**config.mk**
```make
export PLATFORM = sky130hd
export DESIGN_NAME = aes_core_arbiter_flat
export DESIGN_NICKNAME = d
export VERILOG_FILES = /design/src/rtl/aes_core_arbiter_if.sv /design/src/rtl/aes_core_arbiter.sv /design/src/flat_wrapper.sv
export SDC_FILE = /design/constraint.sdc
export NUM_CORES = 1
export LEC_CHECK = 0
export BUFFER_PORTS_ARGS = -buffer_cell sky130_fd_sc_hd__buf_2
export CAP_MARGIN = 40
export CORE_AREA = 5 5 395 397
export DETAILED_ROUTE_END_ITERATION = 8
export DIE_AREA = 0 0 400 402
export SYNTH_ARGS = -nofsm -noshare
export SYNTH_HDL_FRONTEND = slang
export SYNTH_SLANG_ARGS = --single-unit
```
**constraint.sdc**
```tcl
create_clock -name clk -period 2.18 [get_ports clk]
set_input_delay 0.218 -clock clk [delete_from_list [all_inputs] [get_ports clk]]
set_output_delay 0.218 -clock clk [all_outputs]
set_load 0.01 [all_outputs]
```
**src/rtl/aes_core_arbiter_if.sv**
```systemverilog
`default_nettype none
// ============================================================================
//  Module   : aes_core_arbiter_if
//  Brief    : Bundles the requester, cipher-core and response signals of the
//             two-requester AES core arbiter.
//  Revision : 1.0 - initial release
// ============================================================================
interface aes_core_arbiter_if;
  // Requester side
  logic [1:0]   req_valid;
  logic [1:0]   req_ready;
  logic [127:0] req0_data;
  logic [127:0] req1_data;
  logic [127:0] req0_key;
  logic [127:0] req1_key;
  // Shared cipher core side
  logic         core_start;
  logic [127:0] core_din;
  logic [127:0] core_key;
  logic         core_done;
  logic [127:0] core_dout;
  // Response side
  logic         resp_valid;
  logic         resp_ready;
  logic [127:0] resp_data;
  logic         resp_id;
  logic         resp_err;
  // Status
  logic         busy;

  // Environment: drives the requests, models the core and consumes responses
  modport master (
    output req_valid, req0_data, req1_data, req0_key, req1_key,
    output core_done, core_dout, resp_ready,
    input  req_ready, core_start, core_din, core_key,
    input  resp_valid, resp_data, resp_id, resp_err, busy
  );

  // Arbiter
  modport slave (
    input  req_valid, req0_data, req1_data, req0_key, req1_key,
    input  core_done, core_dout, resp_ready,
    output req_ready, core_start, core_din, core_key,
    output resp_valid, resp_data, resp_id, resp_err, busy
  );
endinterface
`default_nettype wire

```
**src/rtl/aes_core_arbiter.sv**
```systemverilog
`default_nettype none
// ============================================================================
//  Module   : aes_core_arbiter
//  Brief    : Round-robin arbiter sharing one AES cipher core between two
//             requesters, with a BUSY timeout that returns an error response.
//  Revision : 1.0 - initial release
// ============================================================================
module aes_core_arbiter #(
  parameter int unsigned TIMEOUT = 16  // legal range 12..255
) (
  input  logic               clk,
  input  logic               rst_n,
  aes_core_arbiter_if.slave  bus
);

  typedef enum logic [1:0] {
    ST_IDLE  = 2'd0,
    ST_START = 2'd1,
    ST_BUSY  = 2'd2,
    ST_RESP  = 2'd3
  } state_t;

  // Last timer value before the abort fires
  localparam logic [7:0] TIMER_LAST = 8'(TIMEOUT - 1);

  state_t       state_q,      state_d;
  logic         grant_q,      grant_d;
  logic         last_grant_q, last_grant_d;
  logic [7:0]   timer_q,      timer_d;
  logic [127:0] core_din_q,   core_din_d;
  logic [127:0] core_key_q,   core_key_d;
  logic [127:0] resp_data_q,  resp_data_d;
  logic         resp_id_q,    resp_id_d;
  logic         resp_err_q,   resp_err_d;

  logic         arb_sel;
  logic [1:0]   grant_ready;

  // Round-robin pick: a tie goes to the requester not served last time,
  // a lone request wins outright.
  always_comb begin
    arb_sel = 1'b0;
    if (bus.req_valid == 2'b11) begin
      arb_sel = ~last_grant_q;
    end else begin
      arb_sel = bus.req_valid[1];
    end
  end

  // Next-state, datapath capture and combinational accept
  always_comb begin
    state_d      = state_q;
    grant_d      = grant_q;
    last_grant_d = last_grant_q;
    timer_d      = timer_q;
    core_din_d   = core_din_q;
    core_key_d   = core_key_q;
    resp_data_d  = resp_data_q;
    resp_id_d    = resp_id_q;
    resp_err_d   = resp_err_q;
    grant_ready  = 2'b00;

    case (state_q)
      ST_IDLE: begin
        if (bus.req_valid != 2'b00) begin
          grant_ready = arb_sel ? 2'b10 : 2'b01;
          grant_d     = arb_sel;
          core_din_d  = arb_sel ? bus.req1_data : bus.req0_data;
          core_key_d  = arb_sel ? bus.req1_key  : bus.req0_key;
          state_d     = ST_START;
        end
      end

      ST_START: begin
        timer_d = 8'd0;
        state_d = ST_BUSY;
      end

      ST_BUSY: begin
        timer_d = timer_q + 8'd1;
        // A completion in the final timer cycle still counts as success
        if (bus.core_done) begin
          resp_data_d = bus.core_dout;
          resp_err_d  = 1'b0;
          resp_id_d   = grant_q;
          state_d     = ST_RESP;
        end else if (timer_q == TIMER_LAST) begin
          resp_data_d = 128'd0;
          resp_err_d  = 1'b1;
          resp_id_d   = grant_q;
          state_d     = ST_RESP;
        end
      end

      ST_RESP: begin
        if (bus.resp_ready) begin
          last_grant_d = grant_q;
          state_d      = ST_IDLE;
        end
      end

      default: begin
        state_d = ST_IDLE;
      end
    endcase
  end

  // State and datapath registers; reset abandons any transaction in flight
  always_ff @(posedge clk or negedge rst_n) begin
    if (!rst_n) begin
      state_q      <= ST_IDLE;
      grant_q      <= 1'b0;
      last_grant_q <= 1'b1;
      timer_q      <= 8'd0;
      core_din_q   <= 128'd0;
      core_key_q   <= 128'd0;
      resp_data_q  <= 128'd0;
      resp_id_q    <= 1'b0;
      resp_err_q   <= 1'b0;
    end else begin
      state_q      <= state_d;
      grant_q      <= grant_d;
      last_grant_q <= last_grant_d;
      timer_q      <= timer_d;
      core_din_q   <= core_din_d;
      core_key_q   <= core_key_d;
      resp_data_q  <= resp_data_d;
      resp_id_q    <= resp_id_d;
      resp_err_q   <= resp_err_d;
    end
  end

  // Strobes are decoded straight from the state register
  assign bus.req_ready  = grant_ready;
  assign bus.core_start = (state_q == ST_START);
  assign bus.core_din   = core_din_q;
  assign bus.core_key   = core_key_q;
  assign bus.resp_valid = (state_q == ST_RESP);
  assign bus.resp_data  = resp_data_q;
  assign bus.resp_id    = resp_id_q;
  assign bus.resp_err   = resp_err_q;
  assign bus.busy       = (state_q != ST_IDLE);

endmodule
`default_nettype wire

```
**src/flat_wrapper.sv**
```systemverilog
// flat-port wrapper written by rule: the top's interface ports become plain ports
module aes_core_arbiter_flat 
#(
  parameter int unsigned TIMEOUT = 16                        
)
  (clk, rst_n, bus_req_valid, bus_req0_data, bus_req1_data, bus_req0_key, bus_req1_key, bus_core_done, bus_core_dout, bus_resp_ready, bus_req_ready, bus_core_start, bus_core_din, bus_core_key, bus_resp_valid, bus_resp_data, bus_resp_id, bus_resp_err, bus_busy);
  aes_core_arbiter_if bus_i ();
  input  logic clk;
  input  logic rst_n;
  input wire logic [$bits(bus_i.req_valid)-1:0] bus_req_valid;
  input wire logic [$bits(bus_i.req0_data)-1:0] bus_req0_data;
  input wire logic [$bits(bus_i.req1_data)-1:0] bus_req1_data;
  input wire logic [$bits(bus_i.req0_key)-1:0] bus_req0_key;
  input wire logic [$bits(bus_i.req1_key)-1:0] bus_req1_key;
  input wire logic [$bits(bus_i.core_done)-1:0] bus_core_done;
  input wire logic [$bits(bus_i.core_dout)-1:0] bus_core_dout;
  input wire logic [$bits(bus_i.resp_ready)-1:0] bus_resp_ready;
  output wire logic [$bits(bus_i.req_ready)-1:0] bus_req_ready;
  output wire logic [$bits(bus_i.core_start)-1:0] bus_core_start;
  output wire logic [$bits(bus_i.core_din)-1:0] bus_core_din;
  output wire logic [$bits(bus_i.core_key)-1:0] bus_core_key;
  output wire logic [$bits(bus_i.resp_valid)-1:0] bus_resp_valid;
  output wire logic [$bits(bus_i.resp_data)-1:0] bus_resp_data;
  output wire logic [$bits(bus_i.resp_id)-1:0] bus_resp_id;
  output wire logic [$bits(bus_i.resp_err)-1:0] bus_resp_err;
  output wire logic [$bits(bus_i.busy)-1:0] bus_busy;
  assign bus_i.req_valid = bus_req_valid;
  assign bus_i.req0_data = bus_req0_data;
  assign bus_i.req1_data = bus_req1_data;
  assign bus_i.req0_key = bus_req0_key;
  assign bus_i.req1_key = bus_req1_key;
  assign bus_i.core_done = bus_core_done;
  assign bus_i.core_dout = bus_core_dout;
  assign bus_i.resp_ready = bus_resp_ready;
  assign bus_req_ready = bus_i.req_ready;
  assign bus_core_start = bus_i.core_start;
  assign bus_core_din = bus_i.core_din;
  assign bus_core_key = bus_i.core_key;
  assign bus_resp_valid = bus_i.resp_valid;
  assign bus_resp_data = bus_i.resp_data;
  assign bus_resp_id = bus_i.resp_id;
  assign bus_resp_err = bus_i.resp_err;
  assign bus_busy = bus_i.busy;
  aes_core_arbiter #(.TIMEOUT(TIMEOUT)) u_core (.clk(clk), .rst_n(rst_n), .bus(bus_i));
endmodule
```
* Word level (Yosys, flattened, before mapping)
Cells that the tools add are included.
Storage, ports and cells: bits of input ports 646, output and inout bits 391, register bits after elaboration 398
Operators by class: equal/unequal tests 8, reduce and logical (&&, ||, !) cells 9, $add $sub $neg 1, bitwise operators 1, muxes and demuxes 18
Operators with widths (number):
- $mux W128 | 4
- $pmux W8 S2 | 1
- $mux W2 | 7
- $add A8 B1 Y8 const B | 1
- $eq A8 B4 Y1 const B | 1
- $pmux W2 S4 | 1
- $reduce_bool A2 Y1 | 4
- $eq A2 B2 Y1 const B | 3
- $reduce_and A2 Y1 | 3
- $mux W1 | 5
- $ne A3 B2 Y1 const B | 1
- $reduce_and A3 Y1 | 1
- $eq A2 B1 Y1 const B | 1
- $logic_not A2 Y1 | 1
- $ne A2 B1 Y1 const B | 1
- $ne A2 B2 Y1 const B | 1
- $not A1 Y1 | 1

* Longest topological paths before layout
Gate-level depths: netlist (run 1).
depth after elaboration 5, gate-level depth with buffers 8

* Worst setup path after synthesis (run 1)
Ideal clock, no wire load.
path type register -> register, start point register u_core.state_q[0], end point register u_core.resp_id_q, in the netlist u_core.bus.resp_id, library setup time 0.125 ns, buffers on the path 2, arrival time 1.619 ns, required time 2.055 ns, path slack 0.437 ns, cell stages (with the launch flop) 8, path through dfrtp_1 -> inv_1 -> ha_1 -> buf_2 -> nor4b_2 -> a21oi_2 -> buf_4 -> mux2_2
On the way: cells in the longest elaborated chain, start to end 2
RTL lines:
- start, declared | RTL line aes_core_arbiter.sv:26 | state_t state_q, state_d;
- start signal, assigned | RTL line aes_core_arbiter.sv:121 | state_q <= state_d;
- $eq A2 B2 Y1 | RTL line aes_core_arbiter.sv:63 | case (state_q)
- $reduce_and A2 Y1 (no source line)
- end signal, assigned | RTL line aes_core_arbiter.sv:128 | resp_id_q <= resp_id_d;
- end, declared | RTL line aes_core_arbiter.sv:33 | logic resp_id_q, resp_id_d;
Every way passes these cells. A chain may end at the register's enable or synchronous reset.

* Final worst setup path (run 1)
start point register u_core.state_q[0], end point output port bus_req_ready[1]
On the way: cells in the longest elaborated chain, start to end 2
RTL lines:
- $logic_not A2 Y1 | RTL line aes_core_arbiter.sv:63
- $mux W2 | RTL line aes_core_arbiter.sv:63
- end, declared | RTL line flat_wrapper.sv:18 | output wire logic [$bits(bus_i.req_ready)-1:0] bus_req_ready;
Every way passes these cells.

==> flow_summary_export.csv, run 1 <==
group,metric,value,unit
place,placed_area,24370,um2
die,ios,1037,
clocking,clk_path_buf_depth,3,
drt,dr.pass1.iters,6,
sta,hold_violations,0,
run_status,status,"completed",
place,pre_cts_ws,158.3,ps
final_layout,fillers,16190,
grt,overflow,0,
yosys,ys_seq_area_frac,0.6041,
sta,slew_viol_final,0,
worst_setup_path,r2r_cells,7,
worst_hold_path,worstHoldPathType,"in2async",
grt,grt_max_degree,130,
sta,rsz0062_at_grt,"no",
place,place_hpwl,91.21,mm
sta,fin_worst_skew,23.47,ps
yosys,syn_nets,1880,
yosys,synth-main-ff-cell,"dfrtp_1",
sta,fin_crit,2037,ps
pwr,ir_drop,0.7241,mV
clocking,cts_made_buffers,48,
clocking,cts_tree,"built",
place,place.gp.congestion,0.9244,
clocking,clock_latency,610,ps
yosys,synthSimpleGateAreaFrac,0.1078,
yosys,synthCells,1228,
drt,routedWlPerCell,23.40,um
sta,hold_ws,245.2,ps
drt,vias_per_cell,3.851,
drt,drcViolationCount,0,
yosys,synth.avg_cell_area,13.43,um2
yosys,synth_edf_count,0,
worst_setup_path,cp.required,1960,ps
pwr,totalPowerFinal,38.78,mW
worst_setup_path,crit_fanout,16,
yosys,syn_area,16490,um2
die,rows,143,
grt,first_global_vias,20260,
yosys,synth-seq-cells,398,
worst_setup_path,crit_path_start_kind,"register",
die,die_width,400,um
final_layout,multi_input_area,5792,um2
final_layout,fin_area,32600,um2
worst_setup_path,r2r-end,"u_core.bus.core_key[40]$_DFFE_PN0P_",
worst_setup_path,crit_path_end,"bus_req_ready[1]",
die,start_util,0.1088,
clocking,cts.htree.levels,2,
final_layout,seqCellArea,9961,um2
pwr,leakage,15.60,nW
sta,setup_violations,0,
yosys,synth_compound_area_frac,0.2331,
worst_setup_path,worstSetupPathType,"reg2out",
drt,via_count,19370,
grt,grt_antenna_before_repair,92,
drt,wirelength,117.7,mm
job,cap_violations,0,
yosys,synthDistinctLibCells,41,
clocking,cts.sinks,398,
yosys,synthAdderAreaFrac,0.004553,
drt,drt_iter0_drc,1996,
final_layout,nets,3576,
yosys,synth_top_family_by_area,"compound AO/OA/AOI/OAI gates",
pwr,power.density,1189,nW/um2
grt,grt_pass1_wl,159.6,mm
yosys,async_flop_share,1.000,
place,port_buffers,1036,
die,core_area,151500,um2
clocking,ctsRootBufferMaster,"clkbuf_16",
final_layout,final_core_util,0.2151,
worst_setup_path,crit_arrival,1820,ps
sta,tns,0,ps
sta,finalCritPeriodShare,0.9345,
die,dieArea,160800,um2
worst_setup_path,critPathLaunch,"u_core.state_q[0]$_DFFE_PN0P_",
yosys,synth.yosys.warnings,0,
yosys,synthXorXnorAreaFrac,0,
die,die_h,402,um
sta,setup_ws,142.7,ps
sta,timing.fmax,0.4909,GHz
place,place_inst,4254,
worst_setup_path,r2r_slack,200,ps
sta,tightestPinTransition,842.8,ps
worst_setup_path,end_kind,"output pin",
final_layout,drive_above_1_share,0.4084,
drt,ant_nets,0,
sta,slew_headroom,0.4381,
grt,grt_usage,0.1379,
worst_setup_path,crit-reg2reg-launch,"u_core.state_q[0]$_DFFE_PN0P_",
yosys,synth.area.mux_share,0.003187,
final_layout,area_growth,97.73,%
clocking,path_clk_slew,60,ps
final_layout,final_cells,5030,
-- how the worst min path moves through the flow --
stage / cells past startpoint / slack, ps / endpoint / from
detailed placement: 1 / 280 / u_core.bus.resp_data[6]$_DFFE_PN0P_ / rst_n
CTS: 4 / 170 / u_core.state_q[1]$_DFFE_PN0P_ / bus_req_valid[0]
finish: 2 / 250 / u_core.bus.resp_data[6]$_DFFE_PN0P_ / rst_n
global route: 4 / 230 / u_core.state_q[0]$_DFFE_PN0P_ / bus_req_valid[0]
global placement: 1 / 280 / u_core.bus.resp_data[6]$_DFFE_PN0P_ / rst_n
floorplan: 0 / -80 / u_core.bus.core_din[0]$_DFFE_PN0P_ / rst_n
-- layout by cell type, fill, tap and decap left out, drive strengths merged, types with 3 or more instances in the layout --
master	n
inv	10
a22o	129
dfrtp	397
dlygate4sd3	643
nand3	5
a221o	254
ha	6
a21oi	5
buf	1118
nand2	8
mux2i	3
and2	256
clkbuf	68
diode	42
o21ai	8
bufinv	3
nand2b	3
nor2	3
clkinv	8
-- synthesized netlist by cell type (2+ instances only) --
library cell | n | area, um2
dfrtp_1 | 397 | 9935
and2_1 | 256 | 1602
a221o_1 | 254 | 2542
a22o_1 | 129 | 1130
clkbuf_1 | 51 | 191.4
buf_6 | 38 | 427.9
buf_2 | 14 | 70.07
buf_1 | 11 | 41.29
nand2_1 | 8 | 30.03
inv_1 | 7 | 26.28
o21ai_0 | 7 | 35.03
ha_1 | 6 | 75.07
nand3_1 | 5 | 25.02
a21oi_1 | 4 | 20.02
buf_4 | 3 | 22.52
mux2i_1 | 3 | 30.03
nand2b_1 | 3 | 18.77
nor2_1 | 3 | 11.26
a21o_1 | 2 | 15.01
and3_1 | 2 | 12.51
mux2_2 | 2 | 22.52
nor3_1 | 2 | 10.01
o211ai_1 | 2 | 15.01
or4_1 | 2 | 15.01
-- cells by family after synthesis --
| family | count (synthesis) |
|---|---|
| AOI/OAI and AO/OA | 408 |
| adders and majority gates | 6 |
| buffers and inverters | 124 |
| DFF | 398 |
| muxes | 5 |
| and+or+nand+nor | 287 |
-- state kept, by name (all words and copies together), names as in the netlist --
register and cells:
u_core.bus.core_din 128, u_core.bus.core_key 128, u_core.bus.resp_data 128, u_core.timer_q 8
u_core.state_q 2, u_core.bus.resp_err 1, u_core.bus.resp_id 1, u_core.grant_q 1
u_core.last_grant_q 1
-- power by group --
| group | internal (mW) | leakage (nW) | switching (mW) |
|---|---|---|---|
| clock network | 4.80 | 0.776 | 3.43 |
| logic | 8.48 | 9.85 | 9.12 |
| registers | 10.9 | 4.97 | 2.10 |
-- worst max-delay path, stage by stage, from the launching register on --
cell	delay (ps)
dfrtp_1	420
inv_2	110
ha_4	180
and2_4	180
buf_16	170
buf_2	150
-- cell type report --
cell class / count / share of cell area
Clock buffer: 68 / 0.04287
Multi-Input combinational cell: 706 / 0.1776
Inverter: 7 / 0.0008059
Sequential cell: 398 / 0.3055
Antenna cell: 42 / 0.003224
Tap cell: 2030 / 0.07791
Timing Repair Buffer: 1763 / 0.3867
Clock inverter: 16 / 0.005334
-- per-layer routing --
layer	vias to the layer above	global-route usage	wire length, um
met5	-	0	316
met2	1230	0.2290	55630
met4	48	0.05100	4415
met3	306	0.04655	12040
met1	9627	0.1649	45290
li1	8162	-	-
-- timing repair --
item	in CTS	in global routing
cloned	2	0
buffers inserted	4	1
endpoints found under the hold margin	422	0
setup endpoints to repair	2	2
hold buffers	643	0
gates resized for setup	4	0
Note: power is estimated with default switching activity, not from simulation.
==> run 2: changes to the inputs <==
==> constraint.sdc (replaced) <==
create_clock -name clk -period 2.6 [get_ports clk]
set_input_delay 0.26 -clock clk [delete_from_list [all_inputs] [get_ports clk]]
set_output_delay 0.26 -clock clk [all_outputs]
set_load 0.01 [all_outputs]
==> flow_summary_export.csv, run 2 (synthesis results as in run 1) <==
group,metric,value,unit
drt,routedWlPerCell,23.35,um
sta,fin_worst_skew,18.41,ps
drt,wirelength,117.0,mm
final_layout,drive_above_1_share,0.4015,
worst_setup_path,cpMaxStageDelayCell,"dlygate4sd3_1",
drt,dr.pass1.iters,5,
worst_setup_path,crit_path_cell_trace,"inv_1 > ha_4 > nand2_1 > a21oi_4 > buf_4 > buf_16 > a221o_1 > dlygate4sd3_1",
place,place.gp.congestion,0.9319,
clocking,ctsRootBufferMaster,"clkbuf_16",
pwr,totalPowerFinal,32.43,mW
grt,overflow,0,
final_layout,nets,3550,
worst_setup_path,cp.required,3090,ps
pwr,leakage,15.43,nW
worst_hold_path,worstHoldPathType,"in2reg",
sta,setup_violations,0,
sta,tns,0,ps
final_layout,fin_area,32310,um2
drt,ant_nets,0,
grt,grt_pass1_wl,157.9,mm
place,place_hpwl,90.14,mm
job,cap_violations,0,
sta,rsz0062_at_grt,"no",
die,die_h,402,um
sta,slew_headroom,0.4396,
clocking,cts.sinks,398,
final_layout,final_common_cell,"buf_2",
clocking,clk_path_buf_depth,3,
sta,tightestPinTransition,840.5,ps
grt,grt_usage,0.1361,
drt,vias_per_cell,3.832,
drt,drcViolationCount,0,
worst_setup_path,crit_fanout,41,
worst_setup_path,critPathMaxStageDelay,550,ps
final_layout,final_core_util,0.2132,
clocking,cts_tree,"built",
final_layout,area_growth,95.94,%
final_layout,final_cells,5009,
sta,finalCritPeriodShare,0.9400,
die,start_util,0.1088,
drt,drt_iter0_drc,2203,
die,ios,1037,
worst_setup_path,end_kind,"register",
grt,first_global_vias,19880,
pwr,power.density,1004,nW/um2
die,dieArea,160800,um2
sta,hold_violations,0,
worst_setup_path,worstSetupPathType,"reg2reg",
clocking,clock_latency,600,ps
sta,fin_crit,2444,ps
clocking,path_clk_slew,60,ps
sta,timing.fmax,0.4092,GHz
worst_setup_path,crit_path_start_kind,"register",
grt,grt_antenna_before_repair,93,
sta,setup_ws,156.0,ps
place,pre_cts_ws,462.6,ps
pwr,ir_drop,0.5728,mV
sta,slew_viol_final,0,
sta,hold_ws,40.12,ps
run_status,status,"completed",
die,die_width,400,um
die,core_area,151500,um2
worst_setup_path,crit_arrival,2930,ps
clocking,cts.htree.levels,2,
place,port_buffers,1036,
drt,via_count,19200,
die,rows,143,
place,placed_area,24120,um2
place,place_inst,4234,
final_layout,mostFrequentLayoutCells,"1035 x buf_2, 642 x dlygate4sd3_1, 397 x dfrtp_1",
grt,grt_max_degree,130,
clocking,cts_made_buffers,47,
## run 2: critical path: cells and delay by family (launching register included)
kind                       cells  cell delay, ps
AOI/OAI and AO/OA              2             440
adders and majority gates      1             240
buffers and inverters          4            1050
DFF                            1             420
and+or+nand+nor                1             120
## run 2: final timing paths
path	end	start	slack [ps]	cells after the start
max	u_core.bus.core_din[86]$_DFFE_PN0P_	u_core.state_q[0]$_DFFE_PN0P_	160	8
min	u_core.bus.resp_data[25]$_DFFE_PN0P_	bus_core_dout[25]	40	2
max reg2reg	u_core.bus.core_din[86]$_DFFE_PN0P_	u_core.state_q[0]$_DFFE_PN0P_	160	8
min reg2reg	u_core.bus.core_din[127]$_DFFE_PN0P_	u_core.bus.core_din[127]$_DFFE_PN0P_	490	2
max in group asynchronous	u_core.bus.resp_data[33]$_DFFE_PN0P_	rst_n	1480	3
min in group asynchronous	u_core.bus.resp_data[113]$_DFFE_PN0P_	rst_n	230	2
## run 2: layout make-up
class	count	area, um2
inverters	7	26.28
diodes	45	112.6
clock buffers	72	1371
fillers	16230	119200
well taps	2030	2540
multi-input cells	707	5801
clock inverters	13	211.5
repair buffers	1737	12280
flip-flops and latches	398	9961
## run 2: routing by layer
metal  routed length [um]  track usage  up-vias
met5                  279            0        -
met4                 4274      0.05275       42
met3                11360      0.04583      306
met2                55590       0.2247     1206
met1                45480       0.1630     9529
li1                     -            -     8113
## run 2: timing repair
| item | CTS | global route |
|---|---|---|
| setup buffers | 1 | 0 |
| gates resized for setup | 0 | 4 |
| gates cloned | 1 | 1 |
| hold buffers | 642 | 0 |
| endpoints found under the hold margin | 434 | 0 |
| endpoints found under the setup margin | 1 | 10 |
| pin swaps | 0 | 0 |
## run 2: report_power, final
group	switching [mW]	total, mW	internal [mW]
logic	7.63	14.6	6.97
registers	1.78	10.9	9.10
clock network	2.82	6.94	4.12
==> run 3: changes to the inputs <==
--- a/config.mk
+++ b/config.mk
@@ -5,11 +5,12 @@
 export SDC_FILE = /design/constraint.sdc
 export NUM_CORES = 1
 export LEC_CHECK = 0
+export ABC_AREA = 1
 export BUFFER_PORTS_ARGS = -buffer_cell sky130_fd_sc_hd__buf_2
 export CAP_MARGIN = 40
-export CORE_AREA = 5 5 395 397
+export CORE_AREA = 5 5 399 401
 export DETAILED_ROUTE_END_ITERATION = 8
-export DIE_AREA = 0 0 400 402
+export DIE_AREA = 0 0 404 406
 export SYNTH_ARGS = -nofsm -noshare
 export SYNTH_HDL_FRONTEND = slang
 export SYNTH_SLANG_ARGS = --single-unit
==> flow_summary_export.csv, run 3 <==
group,metric,value,unit
run_status,status,"completed",
drt,wirelength,143.8,mm
sta,slew_headroom,0.5454,
die,rows,145,
yosys,syn_nets,2674,
die,die_width,404,um
yosys,async_flop_share,1.000,
place,place_inst,5027,
place,place_hpwl,116.0,mm
worst_setup_path,crit-reg2reg-launch,"u_core.state_q[0]$_DFFE_PN0P_",
place,place.gp.congestion,0.9416,
clocking,cts.htree.levels,2,
grt,first_global_vias,21840,
drt,via_count,22120,
sta,tightestPinTransition,681.9,ps
yosys,synth.avg_cell_area,8.344,um2
final_layout,multi_input_area,6168,um2
worst_setup_path,crit_arrival,3110,ps
worst_setup_path,end_kind,"register",
sta,hold_violations,0,
worst_setup_path,r2r_slack,80,ps
drt,ant_nets,0,
clocking,clk_path_buf_depth,3,
sta,fin_crit,2521,ps
pwr,ir_drop,0.4828,mV
worst_setup_path,crit_path_start_kind,"register",
worst_setup_path,worstSetupPathType,"reg2reg",
yosys,synthCells,2022,
yosys,syn_area,16870,um2
final_layout,mostFrequentLayoutCells,"1041 x nand2_1, 1037 x buf_2, 635 x dlygate4sd3_1",
clocking,cts.sinks,398,
die,start_util,0.1086,
sta,setup_violations,0,
worst_setup_path,path_buf_inv,5,
pwr,power.density,1128,nW/um2
final_layout,final_common_cell,"nand2_1",
yosys,synth_top_area_cell,"dfrtp_1",
grt,grt_max_degree,167,
worst_setup_path,crit_path_end,"u_core.bus.core_din[39]$_DFFE_PN0P_",
worst_hold_path,worstHoldPathType,"in2reg",
yosys,synthDominantCellAreaShare,0.5888,
final_layout,nets,4323,
grt,overflow,0,
drt,dr.pass1.iters,6,
yosys,synth_area_leaders,"dfrtp_1 59%, nand2_1 23%, nand3_1 12%, buf_2 2.1%, buf_4 1.6%",
drt,drcViolationCount,0,
die,dieArea,164000,um2
sta,finalCritPeriodShare,0.9696,
grt,grt_usage,0.1640,
sta,slew_viol_final,0,
drt,routedWlPerCell,24.66,um
yosys,synth-main-ff-cell,"dfrtp_1",
grt,grt_antenna_before_repair,173,
drt,drt_iter0_drc,2098,
yosys,synth.yosys.warnings,0,
pwr,leakage,16.74,nW
job,cap_violations,0,
final_layout,area_growth,96.57,%
worst_hold_path,worstHoldStart,"bus_req1_data[18]",
final_layout,drive_above_1_share,0.3197,
worst_setup_path,crit_path_cell_trace,"inv_1 > ha_1 > inv_2 > nor2_4 > buf_12 > buf_16 > nand2_1 > nand3_1 > dlygate4sd3_1",
yosys,yosysMostFrequentCell,"nand2_1",
die,die_h,406,um
drt,vias_per_cell,3.793,
worst_setup_path,cpMaxStageDelayCell,"dlygate4sd3_1",
yosys,synth_edf_count,0,
worst_setup_path,r2r_cells,9,
yosys,synthDistinctLibCells,21,
sta,timing.fmax,0.3967,GHz
worst_setup_path,critPathMaxStageDelay,550,ps
grt,grt_pass1_wl,185.5,mm
worst_setup_path,critPathLaunch,"u_core.state_q[0]$_DFFE_PN0P_",
worst_setup_path,r2r-end,"u_core.bus.core_din[39]$_DFFE_PN0P_",
die,core_area,155300,um2
clocking,cts_tree,"built",
final_layout,seqCellArea,9961,um2
place,pre_cts_ws,448.6,ps
worst_setup_path,cp.required,3190,ps
final_layout,fillers,17290,
clocking,cts_made_buffers,54,
clocking,clock_latency,660,ps
yosys,synth_common_cells,"1044 x nand2_1, 397 x dfrtp_1, 390 x nand3_1",
clocking,ctsRootBufferMaster,"clkbuf_16",
worst_setup_path,worstSetupPathDepth,9,
worst_setup_path,critPathTopFamily,"buffers and inverters",
worst_setup_path,crit_fanout,88,
clocking,path_clk_slew,60,ps
die,ios,1037,
sta,setup_ws,78.93,ps
final_layout,final_cells,5832,
place,port_buffers,1036,
yosys,synth-seq-cells,398,
yosys,ys_seq_area_frac,0.5904,
sta,fin_worst_skew,45.64,ps
## run 3: metrics by stage
step | power, mW | util | setup TNS [ps] | hold WS, ps | area (um2)
after floorplan | 17.47 | - | 0 | -35.59 | 16870
after global placement | 24.89 | 0.1579 | 0 | 174.9 | 24520
after detailed placement | 25.18 | 0.1579 | 0 | 177.6 | 24530
after CTS | 37.34 | 0.2114 | 0 | 0.3866 | 32830
after global routing | 39.69 | 0.2132 | -29.65 | 13.56 | 33110
final | 37.42 | 0.2136 | 0 | 32.41 | 33170
## run 3: tightest hold or removal path, cell delays in order
cell	delay [ps]
buf_2	80
nand2_1	150
nand3_1	130
## run 3: what timing repair did
| action | 4_1_cts | 5_1_grt |
|---|---|---|
| setup buffers | 1 | 4 |
| cloned | 2 | 4 |
| hold buffers | 635 | 0 |
| hold endpoints to repair | 535 | 0 |
| pin swaps | 1 | 2 |
| resized for setup | 2 | 9 |
| endpoints found under the setup margin | 1 | 179 |
## run 3: cell type report
class | count | share of cell area
clock buffer | 74 | 0.04633
timing repair buffer | 1720 | 0.3729
multi-input combinational | 1478 | 0.1860
sequential | 398 | 0.3003
clock inverter | 24 | 0.009771
antenna | 61 | 0.004603
inverter | 19 | 0.002452
tap | 2058 | 0.07764
## run 3: worst min-delay path by stage
stage / end / slack [ps] / cells past startpoint
floorplan: u_core.bus.core_din[0]$_DFFE_PN0P_ / -40 / 0
global placement: u_core.bus.resp_data[98]$_DFFE_PN0P_ / 170 / 1
detailed placement: u_core.bus.resp_data[98]$_DFFE_PN0P_ / 180 / 1
CTS: u_core.bus.core_din[38]$_DFFE_PN0P_ / 0.4 / 3
global route: u_core.bus.resp_data[80]$_DFFE_PN0P_ / 10 / 3
finish: u_core.bus.core_din[18]$_DFFE_PN0P_ / 30 / 3
## run 3: layer usage
metal	vias up	global-route usage	routed length [um]
met5	-	0	343
met3	362	0.04670	11290
met1	10650	0.1853	54140
li1	9837	-	-
met4	54	0.08054	7466
met2	1219	0.2840	70580
## run 3: where the power goes
group          leakage (nW)  internal, mW  switching, mW
logic                  10.9          8.34           10.2
registers              4.91          9.21           1.76
clock network         0.914          4.73           3.21
## run 3: kinds of logic (layout without fill, tap and decap cells)
family / count (synthesis) / count (layout) / share of synthesized area
and+or+nand+nor: 1455 / 1455 / 0.3537
adders and majority gates: 6 / 6 / 0.004449
other: 0 / 61 / 0
AOI/OAI and AO/OA: 17 / 17 / 0.005635
buffers and inverters: 146 / 1837 / 0.04583
DFF: 398 / 398 / 0.5904
